<file path="src/rtl/hdmi_period_scheduler.sv">
// HDMI TMDS period sequencer: control, video preamble/guard, active video and data islands.
// Data islands exist only when DATA_ISLAND_EN is defined; otherwise the block runs in DVI mode.
module hdmi_period_scheduler #(
   parameter int unsigned MAX_PACKETS = 2,
   parameter int unsigned CNT_W       = 12
) (
   input  logic       pixel_clock,
   input  logic       reset,
   input  logic       de_in,
   input  logic       hsync_in,
   input  logic       vsync_in,
   input  logic       pkt_req,
   output logic [2:0] period,
   output logic [3:0] ctl,
   output logic       hsync_out,
   output logic       vsync_out,
   output logic       pkt_ack,
   output logic [4:0] pkt_phase,
   output logic       di_first,
   output logic       pkt_abort
);
   localparam int unsigned DLY   = 11;
   localparam int unsigned CNT5W = 5;

   typedef enum logic [2:0] {
      S_CTRL        = 3'd0,
      S_VID_PRE     = 3'd1,
      S_VID_GB      = 3'd2,
      S_VID         = 3'd3,
      S_DI_PRE      = 3'd4,
      S_DI_GB_LEAD  = 3'd5,
      S_DI_DATA     = 3'd6,
      S_DI_GB_TRAIL = 3'd7
   } period_t;

   period_t          r_state;
   period_t          w_state_nxt;
   logic [CNT5W-1:0] r_cnt;
   logic [CNT5W-1:0] w_cnt_nxt;
   logic [DLY-1:0]   r_de_dly;
   logic [DLY-1:0]   r_hs_dly;
   logic [DLY-1:0]   r_vs_dly;
   logic [3:0]       r_ctl;
   logic [3:0]       w_ctl_nxt;
   logic             r_hsync_out;
   logic             r_vsync_out;
   logic             w_de_dly;
   logic             w_rise;

   assign w_de_dly = r_de_dly[DLY-1];
   // Rise seen one stage into the line so VID_PRE lands on the cycle after the source edge
   assign w_rise   = r_de_dly[0] & ~r_de_dly[1];

   always_ff @(posedge pixel_clock) begin
      if (reset) begin
         r_de_dly <= '0;
         r_hs_dly <= '0;
         r_vs_dly <= '0;
      end else begin
         r_de_dly <= {r_de_dly[DLY-2:0], de_in};
         r_hs_dly <= {r_hs_dly[DLY-2:0], hsync_in};
         r_vs_dly <= {r_vs_dly[DLY-2:0], vsync_in};
      end
   end

`ifdef DATA_ISLAND_EN
   localparam int unsigned PKT_W      = 3;
   localparam int unsigned RUN_W      = 4;
   localparam int unsigned CTRL_MIN   = 12;
   localparam int unsigned ISLAND_MIN = 66;
   localparam int unsigned EXTEND_MIN = 56;

   logic [PKT_W-1:0] r_pkts;
   logic [PKT_W-1:0] w_pkts_nxt;
   logic [RUN_W-1:0] r_ctrl_run;
   logic [CNT_W-1:0] r_elapsed;
   logic [CNT_W-1:0] r_prev_len;
   logic [CNT_W-1:0] w_remaining;
   logic             r_de_prev;
   logic             r_seen_fall;
   logic             r_pkt_ack;
   logic [4:0]       r_pkt_phase;
   logic             r_di_first;
   logic             r_pkt_abort;
   logic             w_in_island;
   logic             w_start;
   logic             w_extend;

   // Blanking length measured on the delayed (output-aligned) de
   always_ff @(posedge pixel_clock) begin
      if (reset) begin
         r_elapsed   <= '0;
         r_prev_len  <= '0;
         r_de_prev   <= 1'b0;
         r_seen_fall <= 1'b0;
      end else begin
         r_de_prev <= w_de_dly;
         if (w_de_dly) begin
            r_elapsed <= '0;
            if (!r_de_prev && r_seen_fall)
               r_prev_len <= r_elapsed;
         end else begin
            if (r_de_prev)
               r_seen_fall <= 1'b1;
            if (r_elapsed != '1)
               r_elapsed <= r_elapsed + CNT_W'(1);
         end
      end
   end

   // A saturated measurement means "long": never limits an island
   always_comb begin
      w_remaining = '0;
      if (r_prev_len == '1)
         w_remaining = '1;
      else if (r_prev_len > r_elapsed)
         w_remaining = r_prev_len - r_elapsed;
   end

   assign w_in_island = (r_state == S_DI_PRE) || (r_state == S_DI_GB_LEAD) ||
                        (r_state == S_DI_DATA) || (r_state == S_DI_GB_TRAIL);
   assign w_start  = pkt_req && (r_ctrl_run >= RUN_W'(CTRL_MIN)) &&
                     (w_remaining >= CNT_W'(ISLAND_MIN));
   assign w_extend = pkt_req && (r_pkts < PKT_W'(MAX_PACKETS)) &&
                     (w_remaining >= CNT_W'(EXTEND_MIN));
`else
   logic w_unused_ok;
   assign w_unused_ok = pkt_req ^ (CNT_W == 32'd0) ^ (MAX_PACKETS == 32'd0);
`endif

   always_ff @(posedge pixel_clock) begin
      if (reset) begin
         r_state <= S_CTRL;
         r_cnt   <= '0;
      end else begin
         r_state <= w_state_nxt;
         r_cnt   <= w_cnt_nxt;
      end
   end

   // Next period; a source de rise pre-empts every state
   always_comb begin
      w_state_nxt = r_state;
      w_cnt_nxt   = r_cnt + CNT5W'(1);
`ifdef DATA_ISLAND_EN
      w_pkts_nxt  = r_pkts;
`endif
      if (w_rise) begin
         w_state_nxt = S_VID_PRE;
         w_cnt_nxt   = '0;
      end else begin
         case (r_state)
            S_CTRL: begin
               w_cnt_nxt = '0;
`ifdef DATA_ISLAND_EN
               if (w_start) w_state_nxt = S_DI_PRE;
`endif
            end
            S_VID_PRE: begin
               if (r_cnt == CNT5W'(7)) begin
                  w_state_nxt = S_VID_GB;
                  w_cnt_nxt   = '0;
               end
            end
            S_VID_GB: begin
               if (r_cnt == CNT5W'(1)) begin
                  w_cnt_nxt = '0;
                  if (w_de_dly) w_state_nxt = S_VID;
                  else          w_state_nxt = S_CTRL;
               end
            end
            S_VID: begin
               w_cnt_nxt = '0;
               if (!w_de_dly) w_state_nxt = S_CTRL;
            end
`ifdef DATA_ISLAND_EN
            S_DI_PRE: begin
               if (r_cnt == CNT5W'(7)) begin
                  w_state_nxt = S_DI_GB_LEAD;
                  w_cnt_nxt   = '0;
               end
            end
            S_DI_GB_LEAD: begin
               if (r_cnt == CNT5W'(1)) begin
                  w_state_nxt = S_DI_DATA;
                  w_cnt_nxt   = '0;
                  w_pkts_nxt  = PKT_W'(1);
               end
            end
            S_DI_DATA: begin
               if (r_cnt == CNT5W'(31)) begin
                  w_cnt_nxt = '0;
                  if (w_extend) w_pkts_nxt  = r_pkts + PKT_W'(1);
                  else          w_state_nxt = S_DI_GB_TRAIL;
               end
            end
            S_DI_GB_TRAIL: begin
               if (r_cnt == CNT5W'(1)) begin
                  w_state_nxt = S_CTRL;
                  w_cnt_nxt   = '0;
               end
            end
`endif
            default: begin
               w_state_nxt = S_CTRL;
               w_cnt_nxt   = '0;
            end
         endcase
      end
   end

   always_comb begin
      w_ctl_nxt = 4'b0000;
      if (w_state_nxt == S_VID_PRE)
         w_ctl_nxt = 4'b0001;
      else if (w_state_nxt == S_DI_PRE)
         w_ctl_nxt = 4'b0101;
   end

   always_ff @(posedge pixel_clock) begin
      if (reset) begin
         r_ctl       <= '0;
         r_hsync_out <= 1'b0;
         r_vsync_out <= 1'b0;
      end else begin
         r_ctl       <= w_ctl_nxt;
         r_hsync_out <= r_hs_dly[DLY-1];
         r_vsync_out <= r_vs_dly[DLY-1];
      end
   end

`ifdef DATA_ISLAND_EN
   always_ff @(posedge pixel_clock) begin
      if (reset) begin
         r_pkts      <= '0;
         r_ctrl_run  <= '0;
         r_pkt_ack   <= 1'b0;
         r_pkt_phase <= '0;
         r_di_first  <= 1'b0;
         r_pkt_abort <= 1'b0;
      end else begin
         r_pkts      <= w_pkts_nxt;
         if (w_state_nxt != S_CTRL)
            r_ctrl_run <= '0;
         else if (r_ctrl_run != '1)
            r_ctrl_run <= r_ctrl_run + RUN_W'(1);
         r_pkt_ack   <= (w_state_nxt == S_DI_DATA) && (w_cnt_nxt == '0);
         r_pkt_phase <= (w_state_nxt == S_DI_DATA) ? w_cnt_nxt : '0;
         r_di_first  <= (w_state_nxt == S_DI_DATA) && (r_state == S_DI_GB_LEAD);
         r_pkt_abort <= w_rise && w_in_island;
      end
   end

   assign pkt_ack   = r_pkt_ack;
   assign pkt_phase = r_pkt_phase;
   assign di_first  = r_di_first;
   assign pkt_abort = r_pkt_abort;
`else
   assign pkt_ack   = 1'b0;
   assign pkt_phase = 5'd0;
   assign di_first  = 1'b0;
   assign pkt_abort = 1'b0;
`endif

   assign period    = r_state;
   assign ctl       = r_ctl;
   assign hsync_out = r_hsync_out;
   assign vsync_out = r_vsync_out;

endmodule

</file>
<file path="config.mk">
export PLATFORM = sky130hd
export DESIGN_NAME = hdmi_period_scheduler
export DESIGN_NICKNAME = d
export VERILOG_FILES = /design/src/rtl/hdmi_period_scheduler.sv
export SDC_FILE = /design/constraint.sdc
export NUM_CORES = 1
export LEC_CHECK = 0
export CORE_MARGIN = 5
export CORE_UTILIZATION = 40
export DETAILED_ROUTE_END_ITERATION = 10
export SLEW_MARGIN = 0
export SYNTH_ARGS = -nofsm -noshare
export SYNTH_HDL_FRONTEND = slang
export SYNTH_SLANG_ARGS = --single-unit
export TNS_END_PERCENT = 5
</file>
<file path="constraint.sdc">
create_clock -name pixel_clock -period 1.6 [get_ports pixel_clock]
set_input_delay 0.48 -clock pixel_clock [delete_from_list [all_inputs] [get_ports pixel_clock]]
set_output_delay 0.48 -clock pixel_clock [all_outputs]
set_load 0.05 [all_outputs]
</file>
* Yosys cells after proc, flatten, opt, wreduce, memory -nomap -nowiden
Cells that the tools add are included.
** Operators by class
- Reduce and logical (&&, ||, !) cells :: 3
- Muxes and demuxes :: 11
- Equal/unequal tests :: 7
- Bitwise gates (word level) :: 2
- Add/subtract/negate cells :: 1
** Operators by type and width (number)
- 3-bit two-way mux :: 5
- 3-bit case mux with 4 select lines :: 1
- 5-bit two-way mux :: 2
- 5-bit case mux with 2 select lines :: 1
- 3-bit by 1-bit == test with 1-bit output, second input constant :: 2
- 3-bit by 2-bit == test with 1-bit output, second input constant :: 2
- 5-bit by 1-bit adder with 5-bit output, second input constant :: 1
- 5-bit by 1-bit == test with 1-bit output, second input constant :: 1
- 5-bit by 3-bit == test with 1-bit output, second input constant :: 1
- 2-bit OR reduction :: 2
- 3-bit == test, second input constant :: 1
- 3-bit zero test :: 1
- 2-bit two-way mux :: 1
- 1-bit AND :: 1
- 1-bit two-way mux :: 1
- 1-bit NOT :: 1
** Storage, ports and cells
- Register bits after elaboration :: 46
- Word-level logic and storage cells :: 33
- Output and inout port bits :: 17
- Input port bits :: 6

* Depth between registers and ports, before layout
Gate-level depths: netlist (run 1).
- Depth in word-level cells :: 7
- Mapped depth :: 6
- Gate-level depth less buffers :: 6

* Worst setup path before layout (run 1)
OpenSTA, ideal clock, no wires.
- Path type :: register to register
- Start :: register r_state[0], in the netlist period[0]
- End :: register r_ctl[0], in the netlist ctl[0]
- Cell stages (with the launch flop) :: 5
- Setup time :: 0.060 ns
- Slack :: 0.195 ns
- Data arrival time :: 1.345 ns
- Path buffers :: 0
- Cell sequence :: dfxtp_1 -> nor2b_1 -> a21oi_1 -> a211oi_2 -> o31a_1
** On the way
- Longest elaborated chain between the ends :: 6
- Elaborated cells on any way between the ends :: 13
- Those cells by class :: 5 x eq/ne; 7 x mux; 1 x reduce/logical
** RTL lines
- start, declared :: RTL line 36 : period_t r_state;
- start signal, assigned :: RTL line 136 : r_state <= w_state_nxt;
- 3-bit by 2-bit == test with 1-bit output, or another cell as far along :: RTL line 152 : case (r_state)
- 3-bit case mux with 4 select lines * :: RTL line 152
- 3-bit two-way mux * :: RTL line 148 : if (w_rise) begin
- 3-bit == test :: RTL line 216 : else if (w_state_nxt == S_DI_PRE)
- 3-bit two-way mux :: RTL line 216
- 1-bit two-way mux * :: RTL line 214 : if (w_state_nxt == S_VID_PRE)
- end signal, assigned :: RTL line 226 : r_ctl <= w_ctl_nxt;
- end, declared :: RTL line 43 : logic [3:0] r_ctl;
Every way passes the cells marked *; elsewhere a longest branch is shown, timed or not.
A chain may end at the register's enable or synchronous reset.

* Final worst setup path (run 1)
- Start :: register r_state[0], in the netlist period[0]
- End :: output port period[0]
** RTL lines
- end, declared :: RTL line 13 : output logic [2:0] period,
No word-level cell between the ends.

==> run summary, run 1 <==
status - finished clean
Clock transition at path regs - 120 ps
GR Overflow Total - 0
Post-Synth Simple-Gate Area - 23.7%
final hold violation count - 0
most common cell after layout, fill and taps aside - dfxtp_1
main flop type after synthesis - dfxtp_1
antenna cells - 0
WHS - 452 ps
fin crit share - 91.0%
hold path cells - 1
Peak VDD IR - 0.000957 V
Synth Area in Adders - 1.74%
Synth cell types - 23
Finished Layout Cells - 191
Filler cells - 320
capture point of the worst reg-to-reg path - r_cnt[3]
vias per cell - 4.13
FF+latch count, synth - 45
I/O pin count - 23
clk buf depth - 2
Post-Syn Instances - 127
clk_skew - 9.12 ps
largest net degree at the start of global routing - 24
crit path time final - 1460 ps
clock root cell - clkbuf_4
final setup fails - 0
slowest stage delay, CP - 470 ps
synth warn - 0
Compound-Gate Fraction of Synth Area - 3.39%
first-pass GRT wire length - 3.13 mm
placed cells - 183
WP data arrival - 980 ps
max-cap violations - 0
flop-to-flop setup slack - 180 ps
Post-synth ARST share - 0%
hpwl dp - 1.24 mm
routability cong. - 0.740
mux cell area share after synthesis - 0%
Slew Viols, Final - 0
Starting Density - 42.1%
Post-DP Area - 1640 µm²
RR Startpoint - r_cnt[0]
FMAX - 0.687 GHz
Lkg Pwr - 0.686 nW
cell count of the worst reg-to-reg path - 5
crit path max-delay cell type - dfxtp_1
delay-heaviest family, CP - flip-flops
combinational family with the most area after synthesis - simple AND/OR/NAND/NOR gates
DRC - 0
overall routing resource usage - 8.27%
post-layout util - 50.6%
CTS tree - yes
clk_lat worst skew - 340 ps
Clock Sink Count - 45
layout cells sized above 1 - 13.1%
Setup crit end kind - output port
CP Launch Type - flop
Post-Syn Area - 1440 µm²
num rows - 21
EDFF count, synth - 0
CTS buffer count - 5
CP required - 1120 ps
syn_area_per_cell - 11.3 µm²
IO buf count - 11
PwrDens - 1130 nW/µm²
WP buf/inv - 1
RSZ-0062 raised after global routing - false
P&R area growth vs syn - 20.1%
Die H - 70.0 µm
core footprint - 3420 µm²
hold_sp - r_hs_dly[5]
nets - 152
Routed Antenna Nets - 0
Iteration-0 DRC Markers - 13
First-pass DRT Iterations - 4
final WL - 1.83 mm
Hold Crit Class - flop to flop
Seq/Total Area, Yosys - 62.6%
initial antenna violation count - 0
DIE WIDTH - 70.0 µm
CP max FO - 5
Wirelength per Cell - 9.56 µm
commonest cells after routing, fill and taps aside - dfxtp_1 (45), nor2b_1 (39), conb_1 (12), buf_12 (7), nor2_1 (6)
vias in the first global route - 712
Post-Layout Inst Area - 1730 µm²
H-tree depth - 2
Vias - 789
Worst Hold Path EP - r_hs_dly[6]
critical path class - flop to output port
die area - 4900 µm²
crit-path cells - buf_12
Synth Area in XOR/XNOR - 1.83%
==> worst max-delay path by stage <==
| stage | start | to | slack, ps | depth (start not counted) |
|---|---|---|---|---|
| floorplan | period[0] | ctl[0] | 190 | 4 |
| global route | r_cnt[0] | r_cnt[3] | 30 | 5 |
| finish | period[0] | period[0] | 140 | 1 |
| detailed placement | reset | r_cnt[1] | -90 | 4 |
| CTS | r_cnt[1] | ctl[0] | 100 | 6 |
| global placement | reset | r_cnt[3] | -30 | 4 |
==> synthesized netlist by cell type (2+ instances only) <==
cell      number  area (µm²)
dfxtp_1       45         901
nor2b_1       39         244
buf_4         10        75.1
nor2_1         6        22.5
clkbuf_1       4        15.0
o21ai_0        3        15.0
ha_1           2        25.0
nand3_1        2        10.0
xor2_1         2        17.5
==> per-stage QoR <==
| step | total power [mW] | setup TNS (ps) | setup WS (ps) |
|---|---|---|---|
| 6_report | 1.96 | 0 | 145 |
| 3_5_place_dp | 1.31 | -312 | -88.1 |
| 5_1_grt | 2.05 | 0 | 32.1 |
| 3_3_place_gp | 1.31 | -70.7 | -32.6 |
| 4_1_cts | 1.99 | 0 | 100 |
| 2_1_floorplan | 1.29 | 0 | 195 |
==> metal layers <==
metal	track usage, %	vias up	share of wire (%)
li1	-	406	-
met1	8.95	358	46
met2	12.1	21	44
met3	4.73	4	7.7
met4	5.74	0	2.1
met5	0	-	0
==> sequential cells by signal, summed over array words and instances (netlist names) <==
name / cells
vsync_out: 1
period: 3
r_vs_dly: 11
r_de_dly: 11
hsync_out: 1
r_cnt: 5
r_hs_dly: 11
ctl: 2
==> repair_timing <==
action | CTS | global route
buffers inserted | 0 | 0
hold buffers | 0 | 0
resized for setup | 0 | 1
endpoints found under the setup margin | 0 | 1
==> final cells by class <==
type | instances | area, µm² | area share, %
Tap cell | 46 | 57.6 | 3.33
Clock inverter | 2 | 38.8 | 2.24
Clock buffer | 6 | 41.3 | 2.39
Multi-Input combinational cell | 78 | 490 | 28.4
Inverter | 1 | 3.75 | 0.217
Sequential cell | 45 | 901 | 52.1
Timing Repair Buffer | 13 | 195 | 11.3
==> cell families after synthesis <==
| kind of cell | after synthesis |
|---|---|
| DFF | 45 |
| adders and majority gates | 2 |
| buffers and inverters | 15 |
| AOI/OAI and AO/OA | 7 |
| xor gates and xnor gates | 3 |
| other | 1 |
| and+or+nand+nor | 54 |
==> report_power, final <==
part / total, mW / internal [mW] / switching, mW
combinational: 0.137 / 0.0433 / 0.0941
clock: 0.673 / 0.333 / 0.340
sequential: 1.15 / 1.14 / 0.00896
total: 1.96 / 1.51 / 0.443
No activity file was read; power rests on OpenSTA's default activity.
==> run 2: changes to the inputs <==
--- a/config.mk
+++ b/config.mk
@@ -6,7 +6,7 @@
 export NUM_CORES = 1
 export LEC_CHECK = 0
 export CORE_MARGIN = 5
-export CORE_UTILIZATION = 40
+export CORE_UTILIZATION = 30
 export DETAILED_ROUTE_END_ITERATION = 10
 export SLEW_MARGIN = 0
 export SYNTH_ARGS = -nofsm -noshare
==> run 2 against run 1 <==
Compared with the run above:
- power increased by 1.3%
- maximum frequency decreased by 3.9%
- critical endpoint is now r_cnt[3]
- largest power group unchanged
- global-route usage decreased by 1.9 points
==> run summary, run 2 (synthesis results as in run 1) <==
WHS - 440 ps
die area - 6280 µm²
cell count of the worst reg-to-reg path - 5
Routed Antenna Nets - 0
cts hold-fix bufs - 0
Slew Viols, Final - 0
Setup TNS - 0 ps
DIE WIDTH - 79.3 µm
num rows - 25
slowest stage delay, CP - 390 ps
layout cells sized above 1 - 13.8%
Vias - 804
initial antenna violation count - 0
Worst Hold Path EP - r_vs_dly[5]
critical path class - flop to flop
vias per cell - 4.04
final WL - 1.81 mm
first-pass GRT wire length - 3.12 mm
DRC - 0
clk buf depth - 2
largest net degree at the start of global routing - 25
max-cap violations - 0
IO buf count - 11
clk_lat worst skew - 280 ps
hold_sp - r_vs_dly[4]
GR Overflow Total - 0
vias in the first global route - 735
status - finished clean
CP max FO - 4
CP required - 1760 ps
core footprint - 4690 µm²
Hold Crit Class - flop to flop
Clock Sink Count - 45
FMAX - 0.660 GHz
Setup Fix Bufs, Post-CTS - 0
final setup fails - 0
clk_skew - 3.34 ps
most common cell after layout, fill and taps aside - dfxtp_1
Top Registers - r_de_dly: 11 flops, r_hs_dly: 11 flops, r_vs_dly: 11 flops
flop-to-flop setup slack - 90 ps
PwrDens - 1130 nW/µm²
hold path cells - 1
RR Startpoint - r_cnt[0]
Clock transition at path regs - 80 ps
CP Launch Type - flop
hpwl dp - 1.30 mm
P&R area growth vs syn - 21.9%
Levels on crit path - 5
CTS buffer count - 5
Iteration-0 DRC Markers - 32
Starting Density - 30.7%
RSZ-0062 raised after global routing - true
final hold violation count - 0
commonest cells after routing, fill and taps aside - dfxtp_1 (45), nor2b_1 (39), conb_1 (12), buf_12 (7)
Peak VDD IR - 0.000775 V
WP data arrival - 1670 ps
Die H - 79.3 µm
routability cong. - 0.721
crit path max-delay cell type - dfxtp_1
First-pass DRT Iterations - 4
final setup margin - 85.5 ps
Wirelength per Cell - 9.08 µm
capture point of the worst reg-to-reg path - r_cnt[3]
overall routing resource usage - 6.33%
nets - 152
delay-heaviest family, CP - simple AND/OR/NAND/NOR gates
H-tree depth - 2
crit-path cells - ha_1 -> nand4bb_1 -> and2_1 -> o21ai_0 -> nor2_1
Place WS - -74.8 ps
antenna cells - 0
post-CTS resize count - 0
crit path time final - 1510 ps
fin crit share - 94.7%
Setup crit end kind - flop
WP buf/inv - 0
clock root cell - clkbuf_8
CTS tree - yes
Lkg Pwr - 0.695 nW
I/O pin count - 23
run 2: per-stage QoR:
step / area [µm²] / std cells / power [mW] / utilization [%]
floorplan: 1480 / 138 / 1.29 / -
global placement: 1650 / 191 / 1.31 / 35.2
detailed placement: 1650 / 191 / 1.31 / 35.2
CTS: 1750 / 199 / 2.01 / 37.3
global route: 1750 / 199 / 2.07 / 37.4
finish: 1750 / 199 / 1.98 / 37.4
run 2: worst max path at each step:
| stage | from | to |
|---|---|---|
| after floorplan | period[0] | ctl[0] |
| after global placement | reset | r_cnt[3] |
| after detailed placement | reset | r_cnt[3] |
| after CTS | r_cnt[0] | r_cnt[3] |
| after global routing | r_cnt[0] | r_cnt[3] |
| final | r_cnt[0] | r_cnt[3] |
run 2: report_power, final:
group | total, mW | internal (mW) | leakage [nW] | switching [mW]
Combinational | 0.137 | 0.0433 | 0.279 | 0.0937
Clock | 0.700 | 0.350 | 0.0512 | 0.350
Sequential | 1.15 | 1.14 | 0.365 | 0.00920
Total | 1.98 | 1.53 | 0.695 | 0.453
run 2: final cells by class:
class	instances	area (µm²)
clock inverter	2	13.8
sequential	45	901
timing repair buffer	13	195
multi-input combinational	78	490
fill	476	2940
clock buffer	6	82.6
inverter	1	3.75
tap	54	67.6
run 2: metal layers:
| metal | global-route usage (%) | vias up | wire, µm |
|---|---|---|---|
| met5 | 0 | - | 0 |
| met4 | 2.58 | 0 | 34 |
| met3 | 3.40 | 6 | 110 |
| met2 | 10.3 | 20 | 841 |
| met1 | 6.89 | 370 | 820 |
| li1 | - | 408 | - |
==> run 3: changes to the inputs <==
--- a/config.mk
+++ b/config.mk
@@ -5,8 +5,10 @@
 export SDC_FILE = /design/constraint.sdc
 export NUM_CORES = 1
 export LEC_CHECK = 0
+export ABC_AREA = 1
 export CORE_MARGIN = 5
-export CORE_UTILIZATION = 30
+export CORE_UTILIZATION = 35
+export CTS_CLUSTER_SIZE = 20
 export DETAILED_ROUTE_END_ITERATION = 10
 export SLEW_MARGIN = 0
 export SYNTH_ARGS = -nofsm -noshare
==> run 3 against run 2 <==
Compared with the run above:
- wire length is 9.6% higher
- clock skew hardly changed
- synthesized cell count is 48% higher
- register-to-register slack better by 250 ps
- first-iteration DRC count is 28% higher
- sequential share of layout area is 3.2 points lower
- non-clock buffer count is 2 higher
- die area is 8.3% lower
- critical endpoint is now period[0]
- highest routed layer unchanged
- sequential cell count stayed put
==> run summary, run 3 <==
Int Pwr - 1.69 mW
Sw Pwr - 0.482 mW
antenna cells - 0
crit path max-delay cell type - dfxtp_1
CP max FO - 4
capture point of the worst reg-to-reg path - ctl[0]
final setup fails - 0
cell count of the worst reg-to-reg path - 9
post-layout util - 43.5%
crit path from - period[0]
sw frac - 22.2%
CP Capture Point - period[0]
fin crit share - 84.9%
post-CTS resize count - 0
P&R area growth vs syn - 23.1%
vias in the first global route - 794
die area - 5760 µm²
DRC - 0
crit path time final - 1360 ps
Routed Antenna Nets - 0
Vias - 965
initial antenna violation count - 0
main flop type after synthesis - dfxtp_1
FMAX - 0.736 GHz
cts hold-fix bufs - 0
overall routing resource usage - 8.10%
routability cong. - 0.734
WP data arrival - 880 ps
DIE WIDTH - 75.9 µm
Setup TNS - 0 ps
Synth cell types - 14
hpwl dp - 1.36 mm
clock root cell - clkbuf_8
commonest cells after routing, fill and taps aside - nor2_1 (52), inv_1 (47), dfxtp_1 (45), nand2_1 (17), conb_1 (12)
layout cells sized above 1 - 9.13%
Post-DP Area - 1750 µm²
WP buf/inv - 1
status - finished clean
PwrDens - 1160 nW/µm²
Top Registers - r_de_dly: 11 flops, r_hs_dly: 11 flops, r_vs_dly: 11 flops
flop-to-flop setup slack - 340 ps
GR Util met2 - 10.6%
nets - 215
Setup crit end kind - output port
grt met1 use - 9.40%
CP Launch Type - flop
GR Overflow Total - 0
Clock Sink Count - 45
clk_skew - 3.62 ps
Peak VDD IR - 0.000446 V
First-pass DRT Iterations - 2
clock group share of total power - 40.4%
final hold violation count - 0
Slew Viols, Final - 0
most frequent cells after synthesis - nor2_1 (52), inv_1 (47), dfxtp_1 (45), nand2_1 (17), buf_4 (10)
Clock transition at path regs - 80 ps
slowest stage delay, CP - 420 ps
Seq/Total Area, Yosys - 59.3%
largest net degree at the start of global routing - 17
Comb pwr share - 6.9%
Post-Syn Instances - 188
core footprint - 4290 µm²
synth warn - 0
max-cap violations - 0
I/O pin count - 23
FF+latch count, synth - 45
Die H - 75.9 µm
Post-Layout Inst Area - 1870 µm²
first-pass GRT wire length - 3.26 mm
CTS tree - yes
Hold Crit Class - flop to flop
Post-synth ARST share - 0%
met3 usage - 3.17%
CP required - 1120 ps
Lkg Pwr - 0.819 nW
Synth area leader - dfxtp_1
Iteration-0 DRC Markers - 41
Levels on crit path - 1
EDFF count, synth - 0
CTS buffer count - 5
clk_lat worst skew - 300 ps
sequential power share - 52.7%
most common cell after layout, fill and taps aside - nor2_1
clk buf depth - 2
count leader, synth - nor2_1
crit-path cells - buf_12
num rows - 24
vias per cell - 3.71
Setup Fix Bufs, Post-CTS - 0
Starting Density - 35.4%
Post-Syn Area - 1520 µm²
IO buf count - 11
delay-heaviest family, CP - flip-flops
Wirelength per Cell - 7.61 µm
syn_area_per_cell - 8.08 µm²
Top Usage Layer GRT - met2
RSZ-0062 raised after global routing - false
total power - 2.17 mW
top post-synthesis cells by area - dfxtp_1 (59%), nor2_1 (13%), inv_1 (12%)
final WL - 1.98 mm
Synth top area share - 59.3%
H-tree depth - 2
RR Startpoint - r_cnt[0]
critical path class - flop to output port
-- run 3: cell count changes after synthesis, moves of 3 or more --
| cell | change |
|---|---|
| inv_1 | +46 |
| buf_2 | +4 |
| o21ai_0 | -3 |
| clkbuf_1 | -4 |
| nand2_1 | +16 |
| nor2b_1 | -39 |
| nor2_1 | +46 |
-- run 3: per-stage QoR --
step,setup WS [ps],hold slack [ps],instances
floorplan,257,388,199
global placement,134,389,252
detailed placement,148,393,252
CTS,223,404,260
global route,143,410,260
finish,242,399,260
-- run 3: cell type report --
class	instances	area, µm²
fill	403	2420
clock inverter	1	30.0
timing repair buffer	15	223
inverter	47	176
sequential	45	901
clock buffer	7	86.3
multi-input combinational	93	388
tap	52	65.1
-- run 3: how the worst min path moves through the flow --
stage	from	end	cells after the start
after floorplan	r_hs_dly[10]	hsync_out	2
after CTS	r_vs_dly[7]	r_vs_dly[8]	2
final	r_vs_dly[3]	r_vs_dly[4]	2
after global routing	r_de_dly[7]	r_de_dly[8]	2
after detailed placement	r_vs_dly[7]	r_vs_dly[8]	2
after global placement	r_vs_dly[10]	vsync_out	2
-- run 3: logic make-up (layout without fill, tap and decap cells) --
family,after synthesis,count (layout),share of synthesized area [%]
compound gates,2,2,0.658
xor+xnor,2,2,1.15
fa+ha+maj,2,2,1.65
buf+inv,61,70,17.9
flops,45,45,59.3
other cells,1,12,0.247
simple gates,75,75,19.1
-- run 3: power by group through the flow --
stage	Sequential, mW	Combinational (mW)	Clock (mW)
floorplan	1.19	0.104	0
CTS	1.15	0.152	0.909
global placement	1.17	0.151	0
finish	1.15	0.151	0.878
global route	1.15	0.163	0.952
detailed placement	1.17	0.151	0
-- run 3: routing by layer --
metal	wire [µm]	share of wire (%)	up-vias
met4	60	3.0	0
met1	978	49	401
met2	777	39	22
li1	-	-	536
met3	162	8.2	6
met5	0	0	-
